## src/rtl/alarm_pkg.sv

```systemverilog
// Shared types and widths for the alarm sequencer.
package alarm_pkg;

  localparam int unsigned HH_W   = 5;
  localparam int unsigned MM_W   = 6;
  localparam int unsigned RCNT_W = 8;
  localparam int unsigned MCNT_W = 4;
  localparam int unsigned SCNT_W = 3;

  typedef enum logic [1:0] {
    IDLE   = 2'd0,
    RING   = 2'd1,
    SNOOZE = 2'd2,
    HOLD   = 2'd3
  } state_e;

endpackage

```

## src/rtl/rise_detect.sv

```systemverilog
// One-cycle rising-edge detector with a configurable history reset value.
module rise_detect #(
  parameter logic RST_VAL = 1'b1
) (
  input  logic ck,
  input  logic reset_n,
  input  logic d,
  output logic rise
);

  logic hist_q;

  // History flop; resetting to 1 suppresses an edge from a level held through reset
  always_ff @(posedge ck or negedge reset_n) begin
    if (!reset_n) hist_q <= RST_VAL;
    else          hist_q <= d;
  end

  assign rise = d & ~hist_q;

endmodule

```

## src/rtl/alarm_control.sv

```systemverilog
// Alarm sequencer: trigger on time match, 1 s on/off buzzer, snooze, timeout.
module alarm_control
  import alarm_pkg::*;
#(
  parameter int unsigned RING_SEC   = 60,
  parameter int unsigned SNOOZE_MIN = 5,
  parameter int unsigned MAX_SNOOZE = 3
) (
  input  logic       ck,
  input  logic       reset_n,
  input  logic       alarm_en,
  input  logic       setting,
  input  logic [4:0] clk_hh,
  input  logic [5:0] clk_mm,
  input  logic [4:0] al_hh,
  input  logic [5:0] al_mm,
  input  logic       sec_tick,
  input  logic       min_tick,
  input  logic       snooze,
  input  logic       stop,
  output logic       ring,
  output logic       snoozed,
  output logic       ringing
);

  state_e              state_q, state_d;
  logic [RCNT_W-1:0]   ring_cnt_q, ring_cnt_d;
  logic [MCNT_W-1:0]   min_cnt_q, min_cnt_d;
  logic [SCNT_W-1:0]   snz_cnt_q, snz_cnt_d;
  logic                beep_q, beep_d;
  logic                ring_q, snoozed_q, ringing_q;

  logic                match_c;
  logic                snz_rise_c, stop_rise_c;
  logic [RCNT_W-1:0]   ring_inc_c;
  logic [MCNT_W-1:0]   min_inc_c;

  rise_detect #(.RST_VAL(1'b1)) u_snz_rise (
    .ck      (ck),
    .reset_n (reset_n),
    .d       (snooze),
    .rise    (snz_rise_c)
  );

  rise_detect #(.RST_VAL(1'b1)) u_stop_rise (
    .ck      (ck),
    .reset_n (reset_n),
    .d       (stop),
    .rise    (stop_rise_c)
  );

  assign match_c = alarm_en & (clk_hh == al_hh) & (clk_mm == al_mm);

  // Saturating increments; the FSM leaves the state before these can wrap
  assign ring_inc_c = (ring_cnt_q == '1) ? ring_cnt_q : ring_cnt_q + RCNT_W'(1);
  assign min_inc_c  = (min_cnt_q  == '1) ? min_cnt_q  : min_cnt_q  + MCNT_W'(1);

  // Next-state and counter updates; stop outranks tick-driven updates
  always_comb begin
    state_d    = state_q;
    ring_cnt_d = ring_cnt_q;
    min_cnt_d  = min_cnt_q;
    snz_cnt_d  = snz_cnt_q;
    beep_d     = beep_q;

    case (state_q)
      IDLE: begin
        if (match_c && !setting) begin
          state_d    = RING;
          ring_cnt_d = '0;
          beep_d     = 1'b1;
        end
      end

      RING: begin
        if (!alarm_en) begin
          state_d    = IDLE;
          ring_cnt_d = '0;
          min_cnt_d  = '0;
          snz_cnt_d  = '0;
          beep_d     = 1'b0;
        end else if (stop_rise_c) begin
          state_d = HOLD;
        end else if (snz_rise_c && (snz_cnt_q < SCNT_W'(MAX_SNOOZE))) begin
          state_d   = SNOOZE;
          snz_cnt_d = snz_cnt_q + SCNT_W'(1);
          min_cnt_d = '0;
        end else if (sec_tick) begin
          ring_cnt_d = ring_inc_c;
          beep_d     = ~beep_q;
          if (ring_inc_c == RCNT_W'(RING_SEC)) state_d = HOLD;
        end
      end

      SNOOZE: begin
        if (!alarm_en) begin
          state_d    = IDLE;
          ring_cnt_d = '0;
          min_cnt_d  = '0;
          snz_cnt_d  = '0;
          beep_d     = 1'b0;
        end else if (stop_rise_c) begin
          state_d = HOLD;
        end else if (min_tick) begin
          min_cnt_d = min_inc_c;
          if (min_inc_c == MCNT_W'(SNOOZE_MIN)) begin
            state_d    = RING;
            ring_cnt_d = '0;
            beep_d     = 1'b1;
          end
        end
      end

      HOLD: begin
        // Wait out the matching minute so the alarm cannot retrigger
        if (!match_c || !alarm_en) begin
          state_d   = IDLE;
          snz_cnt_d = '0;
        end
      end

      default: begin
        state_d    = IDLE;
        ring_cnt_d = '0;
        min_cnt_d  = '0;
        snz_cnt_d  = '0;
        beep_d     = 1'b0;
      end
    endcase
  end

  // State, counters and outputs registered from the next state
  always_ff @(posedge ck or negedge reset_n) begin
    if (!reset_n) begin
      state_q    <= IDLE;
      ring_cnt_q <= '0;
      min_cnt_q  <= '0;
      snz_cnt_q  <= '0;
      beep_q     <= 1'b0;
      ring_q     <= 1'b0;
      snoozed_q  <= 1'b0;
      ringing_q  <= 1'b0;
    end else begin
      state_q    <= state_d;
      ring_cnt_q <= ring_cnt_d;
      min_cnt_q  <= min_cnt_d;
      snz_cnt_q  <= snz_cnt_d;
      beep_q     <= beep_d;
      ring_q     <= (state_d == RING) & beep_d;
      snoozed_q  <= (state_d == SNOOZE);
      ringing_q  <= (state_d == RING);
    end
  end

  assign ring    = ring_q;
  assign snoozed = snoozed_q;
  assign ringing = ringing_q;

endmodule
```

## config.mk

```make
export PLATFORM = sky130hd
export DESIGN_NAME = alarm_control
export DESIGN_NICKNAME = d
export VERILOG_FILES = /design/src/rtl/alarm_pkg.sv /design/src/rtl/rise_detect.sv /design/src/rtl/alarm_control.sv
export SDC_FILE = /design/constraint.sdc
export NUM_CORES = 1
export LEC_CHECK = 0
export ABC_CLOCK_PERIOD_IN_PS = 2200
export CAP_MARGIN = 30
export CORE_UTILIZATION = 47
export CTS_CLUSTER_SIZE = 8
export DETAILED_ROUTE_END_ITERATION = 8
export MAX_ROUTING_LAYER = met4
export PLACE_DENSITY = 0.84
export SLEW_MARGIN = 30
export SYNTH_ARGS = -nofsm -noshare
export SYNTH_HDL_FRONTEND = slang
export SYNTH_SLANG_ARGS = --single-unit
```

## constraint.sdc

```tcl
create_clock -name ck -period 2.2 [get_ports ck]
set_input_delay 0.22 -clock ck [delete_from_list [all_inputs] [get_ports ck]]
set_output_delay 0.22 -clock ck [all_outputs]
set_load 0.01 [all_outputs]
```

==> metrics.log <==
[metrics] worst path bufs/invs: 0
[metrics] CP Data Required Time: 2.46 ns
[metrics] Peak VDD IR: around 450 uV
[metrics] count of nets after finishing: around 290
[metrics] max-slew violation count: 0
[metrics] setup repair after global routing missed its margin: true
[metrics] slack of the critical path: a little over 0.05 ns
[metrics] first-pass GRT wire length: approximately 7400 um
[metrics] MaxCap Viol Count: 0
[metrics] portion of total power attributed to sequential cells: roughly 30%
[metrics] number of buffers inserted by hold repair at cts: 0
[metrics] vertical die dimension: 62.6 um
[metrics] Data arrival, critical path: 2.40 ns
[metrics] vias in the first global route: between 1.5k and 2k
[metrics] crit-path max cell delay: between 0.4 and 0.5 ns
[metrics] # H-tree levels: 1
[metrics] Via Count: roughly 1.7k
[metrics] total routed wirelength: between 4000 and 5000 um
[metrics] net switching share of the total power: between 40% and 50%
[metrics] category of the worst setup path capture point: flip-flop
[metrics] Critical R2R Launch: ring_cnt_q[0]$_DFFE_PN0P_
[metrics] minimum hold slack: approximately 0.25 ns
[metrics] CTS sink count: 23
[metrics] number of nets in the synthesized netlist: approximately 220
[metrics] PnR Total Power: approximately 1.9 mW
[metrics] most frequently used flop master after synthesis: sky130_fd_sc_hd__dfrtp_1
[metrics] async set-reset flop share out of synthesis: between 90% and 100%
[metrics] CTS tree: done
[metrics] pin count of the biggest net entering global routing: 15
[metrics] effective utilization at floorplan: roughly half
[metrics] r2r endpoint: snoozed$_DFF_PN0_
[metrics] first-iteration detailed-routing DRC count: between 80 and 90
[metrics] setup-violating endpoint count in the final report: 0
[metrics] CP top delay family: compound AO/OA/AOI/OAI gates
[metrics] mean routed wirelength per cell: 14.6 um
[metrics] half-perimeter wire length of the detailed placement result: about 3400 um
[metrics] Worst-path clk slew: roughly 0.14 ns
[metrics] power share of the clock group: about a tenth
[metrics] crit path time final: 2.15 ns
[metrics] die outline width: ~63 um
[metrics] placeable core area: roughly 0.0034 sq mm
[metrics] CP Max Fanout: 3
[metrics] number of nets with antenna violations after routing: 0
[metrics] sequential cell area fraction in the yosys report: between 30% and 40%
[metrics] YS warnings: 0
[metrics] overall global routing resource usage: roughly 24%
[metrics] DR DRC count: 0
[metrics] FP Rows: 21
[metrics] Post-Layout Cell Count: 299
[metrics] register-to-register path setup slack: a little over 0.05 ns
[metrics] per-cell via count in the routed design: 5.84
[metrics] CTS max path bufs: 2
[metrics] number of antenna violations at the first check in global routing: 0
[metrics] Synth Register Bits: 23
[metrics] static leakage: around 1.0 nW
[metrics] Slew headroom: 59.5%
[metrics] Antenna Cells: 0
[metrics] power density over the cells: approximately 800 mW/mm^2
[metrics] number of buffers added on ports: 32
[metrics] growth of design area from synthesis to finish: 38.5%
[metrics] cells after synthesis: between 150 and 200
[metrics] startpoint type of the worst setup path: flip-flop
[metrics] portion of the clock cycle consumed by the worst path in the final layout: ~100%
[metrics] run status: finished, final reports clean
[metrics] Post-Synthesis Cell Area: around 0.0017 sq mm
[metrics] post-route cell area: about 0.0024 sq mm
[metrics] source-to-sink clock delay at the later pin of the worst-skew pair: 0.33 ns
[metrics] EDFF count, synth: 0
[metrics] placer congestion estimate: ~0.9
[metrics] number of buffers inserted during clock tree synthesis: 3
[metrics] placement-stage worst setup slack: -0.168 ns
[metrics] I/O Pins: 33
[metrics] cell count of the worst reg-to-reg path: 7
[metrics] total congestion overflow: 0
[metrics] die area: 0.00391 sq mm
[metrics] cell-internal power: between 1 and 1.5 mW
[metrics] share of final-layout standard cells stronger than drive strength 1: 22.1%
[metrics] Distinct cells, synth: 54
[metrics] placement-stage cell area: 0.00229 sq mm
[metrics] average cell area after synthesis: just over 9 sq um
[metrics] logic gate share of total power: 59.9%
[metrics] category of the most critical setup path: reg -> reg
[metrics] CTS Root Cell: sky130_fd_sc_hd__clkbuf_4
[metrics] worst hold path class: in -> async
[metrics] slew of the pin with the lowest slew margin: 0.605 ns
[metrics] fmax: between 400 and 500 MHz
[metrics] cells along the critical path: ha_1 > nand4b_1 > nor4b_4 > nand3_1 > a221o_1 > o31a_1 > a211oi_2
[metrics] endpoints failing hold: 0
[metrics] switching power total: roughly 0.78 mW
[metrics] crit path max-delay cell type: sky130_fd_sc_hd__dfrtp_1
[metrics] number of cells after detailed placement: 292
[metrics] Finished Core Util: between 60% and 70%
[metrics] clock skew: about 0.012 ns
[metrics] total negative setup slack: 0 ns
[metrics] Pre-Repair DR Iteration Count: 6
==> cells in the final DEF (no fill, tap or decap), drive strengths merged, types with 2 or more instances in the layout <==
master and instances:
xor2 13, a21boi 2, and3 3, clkdlybuf4s50 32, nor2 13, a41oi 4, a31oi 3, o211ai 2
nor2b 2, nand4 5, nand2b 2, clkbuf 3, nand2 15, a21o 2, and2 2, mux2i 2
o21a 3, nor4 4, a21oi 16, o311ai 2, xnor2 2, nand3 9, dfrtp 21, inv 10
buf 34, ha 8, o21ai 11, nor4b 4, nor3b 2, dfstp 2
==> metal layers <==
metal / GRT usage (%) / routed length, um / vias up / part of all wire, %
met2: 43.5 / 2210 / 69 / 51
met3: 3.83 / 228 / 10 / 5.2
met1: 26.8 / 1840 / 832 / 42
met4: 8.72 / 91 / 0 / 2.1
li1: - / - / 834 / -
met5: - / 0 / - / 0
==> flip-flops by register name (all words and copies together) (netlist names) <==
signal	count
ringing	1
u_stop_rise.hist_q	1
ring_cnt_q	8
min_cnt_q	4
snz_cnt_q	3
snoozed	1
u_snz_rise.hist_q	1
ring	1
state_q	2
beep_q	1
==> worst max-delay path by stage <==
stage,start,endpoint,slack (ns),cells past startpoint
finish,ring_cnt_q[0]$_DFFE_PN0P_,snoozed$_DFF_PN0_,0.05,7
global route,ring_cnt_q[0]$_DFFE_PN0P_,snoozed$_DFF_PN0_,-0.11,7
CTS,min_cnt_q[0]$_DFFE_PN0P_,ring_cnt_q[7]$_DFFE_PN0P_,0.01,7
detailed placement,al_hh[0],ring_cnt_q[7]$_DFFE_PN0P_,-0.17,9
global placement,al_mm[5],ring_cnt_q[1]$_DFFE_PN0P_,-0.09,8
floorplan,min_cnt_q[0]$_DFFE_PN0P_,ring_cnt_q[1]$_DFFE_PN0P_,0.06,7
==> synth_stat cells, types with 3 or more instances <==
library cell / n / area, sq um
sky130_fd_sc_hd__a21oi_1: 16 / 80.1
sky130_fd_sc_hd__a31oi_1: 3 / 18.8
sky130_fd_sc_hd__a41oi_1: 3 / 26.3
sky130_fd_sc_hd__and3_1: 3 / 18.8
sky130_fd_sc_hd__dfrtp_1: 21 / 526
sky130_fd_sc_hd__ha_1: 8 / 100
sky130_fd_sc_hd__inv_1: 10 / 37.5
sky130_fd_sc_hd__nand2_1: 15 / 56.3
sky130_fd_sc_hd__nand3_1: 8 / 40.0
sky130_fd_sc_hd__nand4_1: 5 / 31.3
sky130_fd_sc_hd__nor2_1: 13 / 48.8
sky130_fd_sc_hd__o21a_1: 3 / 22.5
sky130_fd_sc_hd__o21ai_0: 11 / 55.1
sky130_fd_sc_hd__xor2_1: 13 / 114
==> cell families after synthesis <==
family	after synthesis	synth area share (%)
simple gates	66	22.5
fa+ha+maj	8	5.81
mux	2	1.16
flops	23	33.5
compound gates	59	24.5
buf+inv	13	4.86
xor+xnor	15	7.62
==> cell type report <==
| class | count | area (sq um) |
|---|---|---|
| inverters | 10 | 37.5 |
| clock inverters | 1 | 5.00 |
| multi-input cells | 150 | 1110 |
| flip-flops and latches | 23 | 578 |
| fillers | 267 | 1030 |
| clock buffers | 3 | 22.5 |
| well taps | 46 | 57.6 |
| repair buffers | 66 | 579 |
==> power by group through the flow <==
stage               Combinational [mW]  Sequential (mW)  Clock [mW]
floorplan                        0.631            0.581           0
global placement                  1.00            0.564           0
detailed placement                1.03            0.569           0
CTS                               1.07            0.560       0.206
global route                      1.25            0.573       0.229
finish                            1.14            0.561       0.205
==> timing repair <==
item                                    in CTS  in global routing
setup buffers                                0                  3
gates resized for setup                      5                  6
endpoints found under the setup margin       9                 18
pin swaps                                    0                  5
Note: power is estimated with default switching activity, not from simulation.
